### src/rtl/sar_pkg.sv
// Shared types and helpers for the successive-approximation search engine.
// Build option: define SAR_EARLY_EXIT_EN to stop the search on a comparator EQ.
package sar_pkg;

    typedef enum logic [1:0] {
        IDLE  = 2'd0,
        TRIAL = 2'd1,
        DONE  = 2'd2
    } sar_state_e;

    localparam int unsigned SAR_WIDTH = 4;

    // MSB-first seed: only the top bit set
    localparam logic [SAR_WIDTH-1:0] SAR_INIT_GUESS =
        {1'b1, {(SAR_WIDTH-1){1'b0}}};

    // A legal comparator answer raises exactly one of L/EQ/G
    function automatic logic one_hot3(input logic l,
                                      input logic eq,
                                      input logic g);
        return (l ^ eq ^ g) & ~(l & eq & g);
    endfunction

endpackage

### src/rtl/sar_search.sv
// Successive-approximation search: drives comparator A, resolves B MSB first.
// Build option: SAR_EARLY_EXIT_EN ends the search at the step that sees EQ.
module sar_search
    import sar_pkg::*;
#(
    parameter int unsigned WIDTH = SAR_WIDTH
) (
    input  logic             clk,
    input  logic             rst_n,
    input  logic             start,
    input  logic             cmp_l,
    input  logic             cmp_eq,
    input  logic             cmp_g,
    output logic [WIDTH-1:0] guess,
    output logic             busy,
    output logic             done,
    output logic [WIDTH-1:0] result,
    output logic             found,
    output logic             err
);

    localparam int unsigned IW = (WIDTH > 1) ? $clog2(WIDTH) : 1;
    localparam logic [WIDTH-1:0] INIT_GUESS = {1'b1, {(WIDTH-1){1'b0}}};
    localparam logic [IW-1:0] TOP_IDX = IW'(WIDTH - 1);

    sar_state_e        state_q, state_d;
    logic [WIDTH-1:0]  guess_q, guess_d;
    logic [WIDTH-1:0]  result_q, result_d;
    logic [IW-1:0]     idx_q, idx_d;
    logic              busy_q, busy_d;
    logic              done_q, done_d;
    logic              found_q, found_d;
    logic              err_q, err_d;
    logic [WIDTH-1:0]  work;

    // Next-state and datapath: one trial bit resolved per TRIAL cycle
    always_comb begin
        state_d  = state_q;
        guess_d  = guess_q;
        result_d = result_q;
        idx_d    = idx_q;
        found_d  = found_q;
        err_d    = err_q;
        work     = guess_q;
        unique case (state_q)
            IDLE: begin
                if (start) begin
                    guess_d  = INIT_GUESS;
                    idx_d    = TOP_IDX;
                    result_d = '0;
                    found_d  = 1'b0;
                    err_d    = 1'b0;
                    state_d  = TRIAL;
                end
            end
            TRIAL: begin
                if (!one_hot3(cmp_l, cmp_eq, cmp_g)) begin
                    err_d    = 1'b1;
                    found_d  = 1'b0;
                    result_d = guess_q;
                    state_d  = DONE;
                end
`ifdef SAR_EARLY_EXIT_EN
                else if (cmp_eq) begin
                    result_d = guess_q;
                    found_d  = 1'b1;
                    state_d  = DONE;
                end
`endif
                else begin
                    if (cmp_g) begin
                        work[idx_q] = 1'b0;
                    end
                    if (idx_q == '0) begin
                        result_d = work;
                        found_d  = 1'b1;
                        state_d  = DONE;
                    end else begin
                        guess_d = work;
                        guess_d[idx_q - IW'(1)] = 1'b1;
                        idx_d = idx_q - IW'(1);
                    end
                end
            end
            DONE: begin
                state_d = IDLE;
            end
            default: begin
                state_d = IDLE;
            end
        endcase
        busy_d = (state_d == TRIAL);
        done_d = (state_d == DONE);
    end

    // State and registered outputs
    always_ff @(posedge clk or negedge rst_n) begin
        if (!rst_n) begin
            state_q  <= IDLE;
            guess_q  <= '0;
            result_q <= '0;
            idx_q    <= TOP_IDX;
            busy_q   <= 1'b0;
            done_q   <= 1'b0;
            found_q  <= 1'b0;
            err_q    <= 1'b0;
        end else begin
            state_q  <= state_d;
            guess_q  <= guess_d;
            result_q <= result_d;
            idx_q    <= idx_d;
            busy_q   <= busy_d;
            done_q   <= done_d;
            found_q  <= found_d;
            err_q    <= err_d;
        end
    end

    assign guess  = guess_q;
    assign busy   = busy_q;
    assign done   = done_q;
    assign result = result_q;
    assign found  = found_q;
    assign err    = err_q;

endmodule
### config.mk
export PLATFORM = sky130hd
export DESIGN_NAME = sar_search
export DESIGN_NICKNAME = d
export VERILOG_FILES = /design/src/rtl/sar_pkg.sv /design/src/rtl/sar_search.sv
export SDC_FILE = /design/constraint.sdc
export NUM_CORES = 1
export LEC_CHECK = 0
export CAP_MARGIN = 20
export CORE_UTILIZATION = 50
export CTS_CLUSTER_SIZE = 10
export DETAILED_ROUTE_END_ITERATION = 8
export PLACE_DENSITY = 0.79
export SLEW_MARGIN = 10
export SYNTH_ARGS = -nofsm -noshare
export SYNTH_HDL_FRONTEND = slang
export SYNTH_SLANG_ARGS = --single-unit
export TNS_END_PERCENT = 5
### constraint.sdc
create_clock -name clk -period 3.03 [get_ports clk]
set_input_delay 0.4545 -clock clk [delete_from_list [all_inputs] [get_ports clk]]
set_output_delay 0.4545 -clock clk [all_outputs]
set_load 0.1 [all_outputs]
==> impl_metrics.json <==
{
  "timing.final.crit_period_ns": 2.14,
  "hold_ws_ns": 0.527,
  "finalHoldViolations": 0,
  "setup_tns_ns": 0,
  "std_cell_rows": 14,
  "arrival_ns": 2.36,
  "tightest_slew_ns": 0.683,
  "postCtsHoldBufs": 0,
  "cp-end-kind": "flip-flop",
  "drtPass1Iterations": 5,
  "ys_seq_area_share_pct": 47.6,
  "path_cells": "clkdlybuf4s50_1, ha_1, or3b_1, a211oi_4, mux2i_1",
  "pin_count": 18,
  "clk_latency_ns": 0.29,
  "ant_nets": 0,
  "rsz0062_at_grt": "false",
  "postCtsSetupRepairBufs": 0,
  "maxCapViolCount": 0,
  "cts_resized": 0,
  "cts_tree": "built",
  "area_growth_pct": 21.5,
  "fmax_mhz": 468,
  "fp.dieArea_um2": 1860,
  "synthTopCellsByCount": "dfrtp_1, mux2i_1, nand2_1",
  "nNetsFinal": 107,
  "viasPerCell": 5.63,
  "path_delay_family": "simple AND/OR/NAND/NOR gates",
  "grt_pass1_wl_um": 2630,
  "synth_top_area_share_pct": 41.4,
  "clk_pin_slew_ns": 0.10,
  "cts_root_buf": "clkbuf_4",
  "slew_viol_final": 0,
  "crit_fanout": 7,
  "wl_per_cell_um": 14.2,
  "core_area_um2": 1540,
  "syn_nets": 87,
  "yosys_most_used_dff": "dfrtp_1",
  "crit_slowest_cell": "or3b_1",
  "cts-buffers-inserted": 3,
  "ys_async_sr_fraction_pct": 100,
  "antenna_found_initial": 0,
  "setup_viol": 0,
  "synth_area_leader_cell": "dfrtp_1",
  "start_util_pct": 54.9,
  "numPortBuffers": 17,
  "gr-usage-all-layers_pct": 19.6,
  "avgSynthCellArea_um2": 11.1,
  "outcome": "complete, no violations",
  "synth_area_leaders": "dfrtp_1, mux2i_1, ha_1",
  "synth-seq-cells": 16,
  "place_congestion": 0.806,
  "h-tree-depth": 1,
  "syn-instance-count": 76,
  "relSlewSlack_pct": 54.3,
  "die_w_um": 43.1,
  "start_kind": "primary input",
  "syn_area_um2": 846,
  "clock_sinks": 16,
  "crit_path_max_incr_delay_ns": 0.50,
  "grt-ovfl-total": 0,
  "critPathBufInv": 1,
  "synth.most_common_cell": "dfrtp_1",
  "critical_path_class": "in2reg",
  "hold_path.class": "reg2reg",
  "first_iter_violations": 14,
  "fin_worst_skew_ns": 0.00494,
  "worstPathRequired_ns": 3.25,
  "die_h_um": 43.1,
  "cts.path.max_buffers": 2,
  "yosysWarningCount": 0,
  "hpwlAfterDp_um": 1190,
  "wl_um": 1580,
  "synth_edf_count": 0,
  "grt_max_degree": 17,
  "synth_cell_types": 28,
  "fin_crit_sh_pct": 70.6,
  "layout-drive-gt1-share_pct": 22.1,
  "vias": 625,
  "n_antenna_cell": 0,
  "drcViolationCount": 0,
  "grt_pass1_vias": 593
}
## layer usage
metal | track usage [%] | vias up | wire length (um)
met2 | 31.9 | 17 | 773
met4 | 9.09 | 0 | 19
met5 | 0 | - | 0
met3 | 2.55 | 4 | 55
li1 | - | 307 | -
met1 | 25.5 | 297 | 727
## worst min-delay path, stage by stage, from the launching register on
cell and delay, ns:
dfrtp_1 0.39, nand2_1 0.06, mux2i_1 0.05
## registers in the layout (all words and copies together) (netlist names)
register,flops
guess,4
done,1
result,4
idx_q,2
state_q,2
err,1
found,1
busy,1
## placed cells by master, fill, tap and decap left out, types with 3 or more instances in the layout
master / synthesis / final
nor3b_1: 3 / 3
mux2i_1: 7 / 7
dfrtp_1: 14 / 14
clkdlybuf4s50_1: 0 / 5
nand2_1: 7 / 7
inv_1: 6 / 6
o21ai_0: 5 / 5
ha_1: 5 / 5
nand2b_1: 3 / 3
buf_4: 0 / 12
clkbuf_4: 0 / 3
## worst paths after layout
path,start,endpoint,slack [ns],depth (start not counted)
worst max-delay path,cmp_l,guess[1],0.89,5
worst min-delay path,result[3],result[3],0.53,2
worst max register to register,idx_q[0],guess[2],1.18,5
worst min register to register,result[3],result[3],0.53,2
max in group asynchronous,rst_n,busy,2.02,1
min in group asynchronous,rst_n,done,0.57,1
## cell families (layout without fill, tap and decap cells)
family	count (synthesis)	after routing	share of synthesized area, %
buffers and inverters	8	27	4.44
and+or+nand+nor	23	23	15.8
DFF	16	16	47.6
adders and majority gates	5	5	7.40
AOI/OAI and AO/OA	17	17	16.4
muxes	7	7	8.28
## metrics by stage
stage	cells	setup slack (ns)	util [%]	instance area, um2
after floorplan	76	1.15	-	846
after global placement	107	0.676	64.3	991
after detailed placement	107	0.601	64.3	991
after CTS	111	0.905	66.6	1030
after global routing	111	0.812	66.6	1030
final	111	0.891	66.6	1030
## cell type report
type | instances | area [um2]
clock buffer | 4 | 36.3
fill | 137 | 514
inverter | 6 | 22.5
multi-input combinational | 52 | 405
sequential | 16 | 403
tap | 16 | 20.0
timing repair buffer | 17 | 140
Power is not shown: default switching activity piles up to over one toggle a cycle in this logic, so the estimate is an artifact.
